===== config.mk =====
export PLATFORM = sky130hd
export DESIGN_NAME = if_fetch_stage
export DESIGN_NICKNAME = d
export VERILOG_FILES = /design/src/rtl/if_fetch_stage.sv
export SDC_FILE = /design/constraint.sdc
export NUM_CORES = 1
export LEC_CHECK = 0
export BUFFER_PORTS_ARGS = -buffer_cell sky130_fd_sc_hd__buf_2
export CORE_ASPECT_RATIO = 0.7
export CORE_MARGIN = 2
export CORE_UTILIZATION = 54
export CTS_CLUSTER_SIZE = 10
export DETAILED_ROUTE_END_ITERATION = 7
export HOLD_SLACK_MARGIN = 0.1
export PLACE_DENSITY = 0.86
export SYNTH_ARGS = -nofsm -noshare
export SYNTH_HDL_FRONTEND = slang
export SYNTH_SLANG_ARGS = --single-unit

===== constraint.sdc =====
create_clock -name clk -period 6.05 [get_ports clk]
set_input_delay 0 -clock clk [delete_from_list [all_inputs] [get_ports clk]]
set_output_delay 0 -clock clk [all_outputs]
set_load 0.02 [all_outputs]

===== src/rtl/if_fetch_stage.sv =====
// Instruction fetch: PC register, imem address, IF/ID pipeline register and fetch counter.
// Latency: one edge from imem_addr to IF/ID. stall=1 freezes every register, and redirects are dropped while stalled.
module if_fetch_stage #(
    parameter logic [31:0] RESET_PC   = 32'h0000_3000,
    parameter bit          DELAY_SLOT = 1'b1
) (
    input  logic        clk,
    input  logic        reset,
    input  logic        stall,
    input  logic        br_taken,
    input  logic [31:0] br_target,
    input  logic        jmp_taken,
    input  logic [31:0] jmp_target,
    input  logic [31:0] imem_rdata,
    output logic [31:0] imem_addr,
    output logic [31:0] if_id_instr,
    output logic [31:0] if_id_pc_add_4,
    output logic        if_id_valid,
    output logic [31:0] fetch_count
);

    typedef struct packed {
        logic [31:0] instr;
        logic [31:0] pc_add_4;
        logic        valid;
    } if_id_t;

    logic [31:0] pc_q;
    logic [31:0] pc_add_4;
    logic [31:0] next_pc;
    logic [31:0] fetch_count_q;
    logic        redirect;
    logic        squash;
    if_id_t      if_id_q;

    assign pc_add_4 = pc_q + 32'd4;
    assign redirect = (br_taken | jmp_taken) & ~stall;
    assign squash   = redirect & ~DELAY_SLOT;

    // Jump outranks branch; targets are forced word-aligned.
    always_comb begin
        next_pc = pc_add_4;
        if (stall) begin
            next_pc = pc_q;
        end else if (jmp_taken) begin
            next_pc = {jmp_target[31:2], 2'b00};
        end else if (br_taken) begin
            next_pc = {br_target[31:2], 2'b00};
        end
    end

    always_ff @(posedge clk or posedge reset) begin
        if (reset) begin
            pc_q          <= RESET_PC;
            if_id_q       <= '0;
            fetch_count_q <= '0;
        end else if (!stall) begin
            pc_q <= next_pc;
            if (squash) begin
                if_id_q <= '0;
            end else begin
                if_id_q.instr    <= imem_rdata;
                if_id_q.pc_add_4 <= pc_add_4;
                if_id_q.valid    <= 1'b1;
                fetch_count_q    <= fetch_count_q + 32'd1;
            end
        end
    end

    assign imem_addr      = pc_q;
    assign if_id_instr    = if_id_q.instr;
    assign if_id_pc_add_4 = if_id_q.pc_add_4;
    assign if_id_valid    = if_id_q.valid;
    assign fetch_count    = fetch_count_q;

endmodule


After elaboration in Yosys (flattened, before gate mapping)
Cells that the tools add are included.
{"block": "totals", "input_bits": 101, "elab_cells": 9, "register_bits": 129}
{"block": "classes", "mux": 2, "addsub": 2}
{"op": "two-way mux 32 bit", "n": 2}
{"op": "adder 32 x 1 -> 32 bit (second input constant)", "n": 1}
{"op": "adder 32 x 3 -> 32 bit (second input constant)", "n": 1}

Longest topological paths before layout
Gate-level depths: netlist of the first run.
{"block": "logic_depth", "depth_word": 3, "ltp_mapped": 7}

Least setup slack after synthesis of the first run
No wires, ideal clock.
{"block": "synth_path", "path_type": "register to register", "from": "register pc_q[2], in the netlist imem_addr[2]", "to": "register pc_q[22], in the netlist imem_addr[22]", "arrival_time_ns": 1.941, "path_buffers": 0, "period_less_slack_ns": 2.085, "setup_ns": 0.145, "setup_slack_ns": 3.965, "path_stages_with_launch": 7, "path_cell_list": "dfrtp_1 > ha_1 > and4_1 > nand4_1 > or3_1 > o311ai_1 > o221ai_1"}
{"block": "synth_via", "elab_chain_len": 3}
{"item": "from (decl)", "line_no": "28", "text": "logic [31:0] pc_q;"}
{"item": "from (signal assigned)", "line_no": "58", "text": "pc_q <= next_pc;"}
{"item": "adder 32 x 3 -> 32 bit", "line_no": "36", "text": "assign pc_add_4 = pc_q + 32'd4;"}
{"item": "two-way mux 32 bit", "line_no": "47", "text": "end else if (br_taken) begin"}
{"item": "two-way mux 32 bit", "line_no": "45", "text": "end else if (jmp_taken) begin"}
No other way between the ends.
A chain may end at the register's enable or synchronous reset.

==> results of run 1 <==
## worst paths after layout
| check | endpoint | slack, ns | depth (start not counted) |
|---|---|---|---|
| hold / removal | imem_addr[18] | 0.14 | 4 |
| max in group asynchronous | fetch_count[29] | 4.40 | 4 |
| hold reg to reg | fetch_count[31] | 0.47 | 1 |
| setup / recovery | imem_addr[8] | 2.74 | 8 |
| min in group asynchronous | if_id_instr[11] | 0.21 | 3 |
| setup reg to reg | imem_addr[16] | 3.34 | 7 |
## per-layer routing
layer	vias up	wire (um)	track usage
li1	2687	-	-
met1	2944	7618	0.3940
met2	351	9764	0.5428
met3	78	1506	0.08238
met4	0	731	0.1594
met5	-	0	0
## stage by stage
step	setup slack, ns	total power, mW	instances	util	hold WS [ns]
after floorplan	2.726	1.399	585	-	0.1422
final	2.741	2.694	1046	0.7973	0.1442
after global placement	3.571	1.583	925	0.6619	0.07921
after CTS	2.840	2.688	1046	0.7973	0.1204
after detailed placement	3.553	1.611	925	0.6619	0.08760
after global routing	2.492	2.802	1046	0.7973	0.1641
## cells in the mapped netlist (6+ instances only)
| cell type | n | share of area |
|---|---|---|
| o22ai_1 | 9 | 0.0091 |
| nor2_1 | 20 | 0.012 |
| o21ai_0 | 17 | 0.014 |
| mux2_2 | 39 | 0.071 |
| and3_1 | 7 | 0.0071 |
| clkbuf_1 | 24 | 0.015 |
| nand2_1 | 60 | 0.036 |
| xnor2_1 | 43 | 0.061 |
| o31a_1 | 8 | 0.011 |
| o21ai_1 | 21 | 0.017 |
| nand3_1 | 20 | 0.016 |
| inv_1 | 18 | 0.011 |
| a22oi_1 | 14 | 0.017 |
| a21oi_1 | 25 | 0.020 |
| and4_1 | 7 | 0.0099 |
| dfrtp_1 | 123 | 0.50 |
| xor2_1 | 16 | 0.023 |
| nor3_1 | 6 | 0.0049 |
| nand4_1 | 15 | 0.015 |
## layout make-up
| class | instances | area (um^2) |
|---|---|---|
| sequential | 125 | 3131 |
| timing repair buffer | 314 | 2032 |
| multi-input combinational | 404 | 2814 |
| clock buffer | 20 | 466.7 |
| clock inverter | 11 | 133.9 |
| inverter | 19 | 73.82 |
| fill | 706 | 2248 |
| tap | 153 | 191.4 |
## what timing repair did
item,CTS,global route
gates resized for setup,0,0
endpoints found under the hold margin,106,0
hold buffers,90,0
## where the power goes
| part | internal (mW) | switching [mW] | leakage (nW) | total, mW |
|---|---|---|---|---|
| Combinational | 0.253 | 0.352 | 2.32 | 0.605 |
| Clock | 0.642 | 0.384 | 0.281 | 1.03 |
| Sequential | 0.940 | 0.123 | 1.54 | 1.06 |
| Total | 1.84 | 0.859 | 4.14 | 2.69 |
## worst max-delay path: stages
cell	delay [ns]
dlygate4sd3_1	0.54
buf_4	0.55
buf_4	0.71
inv_1	0.61
and3_1	0.32
a21oi_1	0.12
o31ai_1	0.09
dlygate4sd3_1	0.60
## registers in the layout, summed over array words and instances (netlist names)
register        cells
if_id_instr        32
if_id_valid         1
fetch_count        32
imem_addr          30
if_id_pc_add_4     30
## cell families after synthesis
family,after synthesis
mux,42
compound gates,134
flops,125
buf+inv,56
fa+ha+maj,2
xor+xnor,59
simple gates,163
other cells,1
## cell usage in the layout (no fill, tap or decap), types with 4 or more instances in the layout
master | netlist | final
o21ai_0 | 17 | 17
o31ai_1 | 4 | 4
nand4_1 | 15 | 15
dlygate4sd3_1 | 0 | 90
buf_4 | 5 | 4
a21oi_1 | 25 | 25
o22ai_1 | 9 | 9
nand2_1 | 60 | 60
clkinvlp_4 | 0 | 4
xor2_1 | 16 | 16
clkbuf_16 | 0 | 17
dfrtp_1 | 123 | 123
xnor2_1 | 43 | 43
a22oi_1 | 14 | 14
nor3_1 | 6 | 6
o31a_1 | 8 | 8
inv_1 | 18 | 17
o21ai_1 | 21 | 21
and3_1 | 7 | 7
and2_1 | 4 | 4
buf_2 | 4 | 220
mux2_2 | 39 | 39
conb_1 | 1 | 4
o21a_1 | 5 | 5
and4_1 | 7 | 7
nor2_1 | 20 | 20
a2bb2oi_1 | 5 | 5
nor4_1 | 4 | 4
nand3_1 | 20 | 20
==> results.md, run 1 <==
- Initial core utilization: 0.5567
- Routed WL per cell: 18.76 um
- Die Width: 131.8 um
- Layout cells sized above 1: 0.3527
- Drt pass-1 iters: 5
- Post-route ant nets: 0
- Status: completed
- Die area: 12320 um^2
- Main combinational cell family by area after synthesis: simple AND/OR/NAND/NOR gates
- DRC viols: 0
- Routed vias: 6060
- Slew of the pin with the lowest slew margin: 1.198 ns
- Worst Setup SP: stall
- Port Buffer Count: 221
- Syn_area_per_cell: 10.61 um^2
- Clock root buffer: clkbuf_16
- Clock insertion delay at the later pin of the skew report: 0.40 ns
- HPWL after DPL: 12.23 mm
- Post-Synthesis Cells: 582
- First-pass GRT wire length: 31.42 mm
- Count of final hold-check violations: 0
- RSZ-0062 raised after global routing: no
- Worst-path maximum fanout: 80
- Vias in the first global route: 6184
- Min Clock Period, post-route: 3.309 ns
- Reg2Reg Launch Point: imem_addr[2]
- Number of setup buffers added after CTS: 0
- Worst hold path type: input port to register
- Vias per inst: 5.793
- GP Congestion: 0.9428
- Area after DPL: 7341 um^2
- Post-Syn Area: 6175 um^2
- Post-Synth Adder-Cell Area: 0.004053
- CTS Buffer Depth: 2
- Final instance area: 8842 um^2
- Ys async rst share: 1.000
- Core Rows: 32
- Maxcap violations: 0
- Die Y: 93.47 um
- Cell leakage power: 4.141 nW
- Setup TNS Final: 0 ns
- Global Route Usage Sum: 0.3234
- Worst endpoint required time: 6.32 ns
- N_diodes: 0
- Final Setup Violations: 0
- Post-synth EDFFs: 0
- Largest net degree at the start of global routing: 83
- Initial antenna violation count: 0
- CTS Buf Count: 17
- Worst Setup End Kind: register
- Post-Route Skew: 0.01002 ns
- Power Density: 304.7 nW/um^2
- Final wirelength: 19.62 mm
- Nets: 984
- Xor-xnor portion of the synthesized cell area: 0.08369
- Min-delay src: br_target[18]
- Io pins: 230
- Clk sinks: 125
- Simple-gate share of the synthesized area: 0.1477
- Worst Path Arrival: 3.58 ns
- Max VDD drop: 0.0002319 V
- Worst slew margin: 0.1985
- Seq/Total Area, Yosys: 0.5070
- CP Launch Type: input port
- Worst-path clk slew: 0.05 ns
- H-tree depth: 4
- Main flop type after synthesis: dfrtp_1
- Core area: 11090 um^2
- Iteration-0 DRC Markers: 573
- Area grow syn2layout: 43.20%
- Mux cell area share after synthesis: 0.07599
- Period utilization: 0.5469
- WS Path Type: input port to register
- CTS tree: built
- Post-synthesis compound-gate area fraction: 0.1418
- Max Clock Freq: 302.2 MHz
- Slew Limit Fails: 0
- Gr ovfl total: 0
- Unique cell type count in the Yosys netlist: 66
- Yosys reg bits: 125
- Synth warn: 0
(Power assumes the default switching activity.)
==> inputs of run 2 (changes only) <==
Settings changed: CORE_UTILIZATION 54 to 45, PLACE_DENSITY 0.86 to 0.77.
Clock period 6.05 ns to 2.8 ns, I/O delays scaled along.
==> results.md, run 2 (synthesis results as in run 1) <==
- Die area: 14690 um^2 (was 12320 um^2)
- Period utilization: 0.9234
- WS Path Type: register to register (was input port to register)
- Nets: 994 (was 984)
- Min Clock Period, post-route: 2.586 ns
- Die Width: 144.0 um (was 131.8 um)
- HPWL after DPL: 12.05 mm (was 12.23 mm)
- Post-Route Skew: 0.01253 ns (was 0.01002 ns)
- Global Route Usage Sum: 0.2509 (was 0.3234)
- Die Y: 102.0 um (was 93.47 um)
- Place WS: 0.4965 ns (was 3.553 ns)
- Maxcap violations: 0 (unchanged)
- Worst setup margin: 0.2145 ns (was 2.741 ns)
- Placed Cells: 963 (was 925)
- Worst Reg-to-Reg Cells: 7 (unchanged)
- Vias per inst: 5.347 (was 5.793)
- Worst-path maximum fanout: 11 (was 80)
- Total power: 5.775 mW (was 2.694 mW)
- Max VDD drop: 0.0004926 V (was 0.0002319 V)
- Port Buffer Count: 221 (unchanged)
- Commonest non-fill, non-tap cell in the layout: buf_2 (unchanged)
- Initial antenna violation count: 0 (unchanged)
- Area grow syn2layout: 45.29% (was 43.20%)
- CP Launch Type: register (was input port)
- Post-route ant nets: 0 (unchanged)
- CTS resizes: 0 (unchanged)
- CTS Buf Count: 17 (unchanged)
- Count of final hold-check violations: 0 (unchanged)
- Commonest cells after routing, fill and taps aside: buf_2, dfrtp_1, dlygate4sd3_1 (unchanged)
- Worst endpoint required time: 3.09 ns (was 6.32 ns)
- Clock insertion delay at the later pin of the skew report: 0.41 ns (was 0.40 ns)
- N_diodes: 0 (unchanged)
- Clk sinks: 125 (unchanged)
- Drt pass-1 iters: 4 (was 5)
- Max Clock Freq: 386.8 MHz
- Gr ovfl total: 0 (unchanged)
- Finished Layout Cells: 1087 (was 1046)
- Worst hold path type: input port to register (unchanged)
- H-tree depth: 4 (unchanged)
- Final instance area: 8971 um^2 (was 8842 um^2)
- Clock root buffer: clkbuf_16 (unchanged)
- Slew of the pin with the lowest slew margin: 0.9524 ns (was 1.198 ns)
- Initial core utilization: 0.4653 (was 0.5567)
- Area after DPL: 7452 um^2 (was 7341 um^2)
- Io pins: 230 (unchanged)
- RSZ-0062 raised after global routing: no (unchanged)
- Worst Setup End Kind: register (unchanged)
- Final wirelength: 18.29 mm (was 19.62 mm)
- Slew Limit Fails: 0 (unchanged)
- Setup TNS Final: 0 ns (unchanged)
- Largest net degree at the start of global routing: 111 (was 83)
- First-pass GRT wire length: 28.43 mm (was 31.42 mm)
- Core area: 13270 um^2 (was 11090 um^2)
- Power Density: 643.7 nW/um^2 (was 304.7 nW/um^2)
- Number of setup buffers added after CTS: 0 (unchanged)
- Worst Setup SP: imem_addr[2] (was stall)
- Iteration-0 DRC Markers: 348 (was 573)
- Vias in the first global route: 5644 (was 6184)
- Reg2Reg Launch Point: imem_addr[2] (unchanged)
- Post-layout util: 0.6761 (was 0.7973)
- Layout cells sized above 1: 0.3537 (was 0.3527)
- Hold WS: 0.1168 ns (was 0.1442 ns)
- Critical path destination: imem_addr[14] (was imem_addr[8])
- Hold_buf cts: 94 (was 90)
- FF-to-FF setup slack: 0.21 ns (was 3.34 ns)
- Worst slew margin: 0.3637 (was 0.1985)
- CTS Buffer Depth: 2 (unchanged)
- Status: completed (unchanged)
- Worst-path clk slew: 0.06 ns (was 0.05 ns)
- Final Setup Violations: 0 (unchanged)
- GP Congestion: 0.9019 (was 0.9428)
- Worst Path Arrival: 2.88 ns (was 3.58 ns)
- CTS tree: built (unchanged)
- Core Rows: 35 (was 32)
- Worst R2R End: imem_addr[14] (was imem_addr[16])
- Routed WL per cell: 16.82 um (was 18.76 um)
- Cell leakage power: 4.185 nW (was 4.141 nW)
- Routed vias: 5812 (was 6060)
- DRC viols: 0 (unchanged)
-- run 2: cell types whose count changed in the layout (fill, tap and decap cells not counted), sizes merged --
cell	delta
clkinvlp	+1
buf	+6
inv	-3
bufinv	+1
clkbuf	-2
dlygate4sd3	+4
clkinv	+2
-- run 2: layout make-up --
cell class / instances / area (um^2)
tap: 185 / 231.5
fill: 1047 / 4298
clock buffer: 18 / 429.2
inverter: 19 / 75.07
timing repair buffer: 324 / 2142
clock inverter: 12 / 148.9
multi-input combinational: 404 / 2814
sequential: 125 / 3131
-- run 2: worst min-delay path by stage --
stage / start / to / slack (ns) / cells past startpoint
after floorplan: jmp_target[14] / imem_addr[14] / 0.14 / 2
after global placement: imem_rdata[4] / if_id_instr[4] / 0.23 / 2
after detailed placement: imem_rdata[2] / if_id_instr[2] / 0.24 / 2
after CTS: jmp_target[21] / imem_addr[21] / 0.10 / 4
after global routing: jmp_target[21] / imem_addr[21] / 0.11 / 4
final: jmp_target[21] / imem_addr[21] / 0.12 / 4
-- run 2: per-layer routing --
| layer | up-vias | wire [um] | GRT usage |
|---|---|---|---|
| li1 | 2700 | - | - |
| met1 | 2783 | 8040 | 0.3427 |
| met2 | 300 | 8396 | 0.3839 |
| met3 | 29 | 1452 | 0.06139 |
| met4 | 0 | 396 | 0.1101 |
| met5 | - | 0 | 0 |
-- run 2: where the power goes --
part	leakage (nW)	switching [mW]	internal, mW
Sequential	1.54	0.251	2.03
Combinational	2.37	0.745	0.564
Clock	0.273	0.801	1.38
-- run 2: worst max-delay path, stage by stage (launching register included) --
cell and delay (ns):
dfrtp_1 0.48, ha_1 0.27, and4_1 0.28, and4_1 0.49, a31oi_1 0.14, o32ai_1 0.14, a2bb2oi_1 0.09, dlygate4sd3_1 0.56
==> inputs of run 3 (changes only) <==
Settings changed: CORE_UTILIZATION 45 to 50, PLACE_DENSITY 0.77 to 0.81.
Clock period 2.8 ns to 2.43 ns, I/O delays scaled along.
==> results.md, run 3 (synthesis results as in run 1) <==
- Status: completed (unchanged)
- Slew of the pin with the lowest slew margin: 0.8521 ns (was 0.9524 ns)
- Min-delay src: br_target[14] (was jmp_target[21])
- Worst Reg-to-Reg Cells: 6 (was 7)
- Clk sinks: 125 (unchanged)
- Drt pass-1 iters: 6 (was 4)
- Worst slew margin: 0.4319 (was 0.3637)
- Area grow syn2layout: 45.39% (was 45.29%)
- Clock power frac: 0.375 (was 0.378)
- Hold depth: 5 (was 4)
- Clock root buffer: clkbuf_16 (unchanged)
- Max VDD drop: 0.0005056 V (was 0.0004926 V)
- Gate power share: 0.229 (was 0.227)
- Final wirelength: 19.49 mm (was 18.29 mm)
- Min Clock Period, post-route: 2.331 ns (was 2.586 ns)
- Nets: 1000 (was 994)
- Commonest non-fill, non-tap cell in the layout: buf_2 (unchanged)
- Die area: 13270 um^2 (was 14690 um^2)
- Global Route Usage Sum: 0.3024 (was 0.2509)
- Initial core utilization: 0.5193 (was 0.4653)
- FF-to-FF setup slack: 0.1 ns (was 0.21 ns)
- Worst Path Arrival: 2.68 ns (was 2.88 ns)
- Fill count: 796 (was 1047)
- Total power: 6.663 mW (was 5.775 mW)
- Setup TNS Final: 0 ns (unchanged)
- Post-layout util: 0.7549 (was 0.6761)
- Port Buffer Count: 221 (unchanged)
- Worst setup margin: 0.09865 ns (was 0.2145 ns)
- Worst-path maximum fanout: 7 (was 11)
- Layout cells sized above 1: 0.3637 (was 0.3537)
- Reg2Reg Launch Point: imem_addr[12] (was imem_addr[2])
- Post-route ant nets: 0 (unchanged)
- Routed vias: 6039 (was 5812)
- First-pass GRT wire length: 31.49 mm (was 28.43 mm)
- H-tree depth: 4 (unchanged)
- Power Density: 742.2 nW/um^2 (was 643.7 nW/um^2)
- DRC viols: 0 (unchanged)
- Switching Share: 0.3201 (was 0.3113)
- Worst R2R End: imem_addr[15] (was imem_addr[14])
- Maxcap violations: 0 (unchanged)
- Slew Limit Fails: 0 (unchanged)
- N_diodes: 0 (unchanged)
- Largest net degree at the start of global routing: 126 (was 111)
- Worst Setup End Kind: register (unchanged)
- Io pins: 230 (unchanged)
- Cell leakage power: 4.220 nW (was 4.185 nW)
- Core area: 11890 um^2 (was 13270 um^2)
- Internal power: 4.531 mW (was 3.977 mW)
- Die Y: 96.98 um (was 102.0 um)
- CTS tree: built (unchanged)
- Worst endpoint required time: 2.78 ns (was 3.09 ns)
- WS Path Type: register to register (unchanged)
- Initial antenna violation count: 0 (unchanged)
- Place WS: 0.2173 ns (was 0.4965 ns)
- Max Clock Freq: 428.9 MHz (was 386.8 MHz)
- Period utilization: 0.9594 (was 0.9234)
- CP Launch Type: register (unchanged)
- Iteration-0 DRC Markers: 584 (was 348)
- CTS Buf Count: 17 (unchanged)
- Sequential share of power: 0.396 (was 0.395)
- Die Width: 136.8 um (was 144.0 um)
- Core Rows: 33 (was 35)
- Routed WL per cell: 18.27 um (was 16.82 um)
- Worst hold endpoint: imem_addr[14] (was imem_addr[21])
- CTS Buffer Depth: 2 (unchanged)
- Worst-path clk slew: 0.05 ns (was 0.06 ns)
- Post-Route Skew: 0.01116 ns (was 0.01253 ns)
- Worst hold path type: input port to register (unchanged)
- Count of final hold-check violations: 0 (unchanged)
- HPWL after DPL: 12.60 mm (was 12.05 mm)
- Vias in the first global route: 6253 (was 5644)
- Commonest cells after routing, fill and taps aside: buf_2, dfrtp_1, dlygate4sd3_1 (unchanged)
- Psw: 2.133 mW (was 1.798 mW)
- GP Congestion: 0.9256 (was 0.9019)
- Gr ovfl total: 0 (unchanged)
- Vias per inst: 5.660 (was 5.347)
- RSZ-0062 raised after global routing: no (unchanged)
- Final Setup Violations: 0 (unchanged)
- Clock insertion delay at the later pin of the skew report: 0.41 ns (about the same)
==> run 3: cell count changes in the layout (fill, tap and decap cells not counted), sizes merged <==
cell         delta
buf             +7
bufinv          -1
clkbuf          +1
clkinv          +3
clkinvlp        -2
dlygate4sd3     -1
inv             +1
==> run 3: layer usage <==
| metal | vias up | track usage | wire length, um |
|---|---|---|---|
| met3 | 74 | 0.09172 | 1969 |
| met2 | 383 | 0.4881 | 9415 |
| met1 | 2862 | 0.3768 | 7394 |
| met5 | - | 0 | 0 |
| li1 | 2720 | - | - |
| met4 | 0 | 0.1261 | 710 |
==> run 3: how the worst max path moves through the flow <==
stage | start | endpoint | slack (ns) | cells past startpoint
floorplan | imem_addr[2] | imem_addr[22] | 0.34 | 6
finish | imem_addr[12] | imem_addr[15] | 0.1 | 6
global route | imem_addr[3] | imem_addr[8] | 0.05 | 7
CTS | imem_addr[12] | imem_addr[15] | 0.15 | 6
detailed placement | imem_addr[3] | imem_addr[28] | 0.22 | 6
global placement | imem_addr[3] | imem_addr[22] | 0.30 | 6
==> run 3: stage by stage <==
| stage | cells | hold WS [ns] | cell area (um^2) |
|---|---|---|---|
| floorplan | 585 | 0.1422 | 6190 |
| global placement | 940 | 0.2313 | 7442 |
| detailed placement | 940 | 0.2375 | 7442 |
| CTS | 1065 | 0.1071 | 8959 |
| global route | 1067 | 0.1446 | 8977 |
| finish | 1067 | 0.1121 | 8977 |
==> run 3: final cells by class <==
cell class / count / area (um^2) / area share
sequential: 125 / 3132 / 0.3488
inverter: 19 / 75.07 / 0.008362
timing repair buffer: 330 / 2172 / 0.2420
multi-input combinational: 404 / 2816 / 0.3137
clock buffer: 19 / 442.9 / 0.04934
clock inverter: 13 / 142.6 / 0.01589
tap: 157 / 196.4 / 0.02188
==> run 3: power by group through the flow <==
stage                     clock network, mW  registers (mW)  logic [mW]
after floorplan                           0            2.92       0.562
after global placement                    0            2.63        1.34
after detailed placement                  0            2.65        1.37
after CTS                              2.54            2.62        1.51
after global routing                   2.64            2.67        1.64
final                                  2.50            2.64        1.53
==> run 3: critical path, stage by stage (launching register included) <==
cell and delay (ns):
dfstp_2 0.55, and4_1 0.29, and3_2 0.33, nand2_1 0.13, a21oi_1 0.19, a2bb2oi_1 0.21, dlygate4sd3_1 0.57
==> run 3: what timing repair did <==
| item | in CTS | in global routing |
|---|---|---|
| setup buffers | 0 | 2 |
| endpoints found under the setup margin | 0 | 2 |
| endpoints found under the hold margin | 190 | 0 |
| resized for setup | 0 | 3 |
| hold buffers | 93 | 0 |
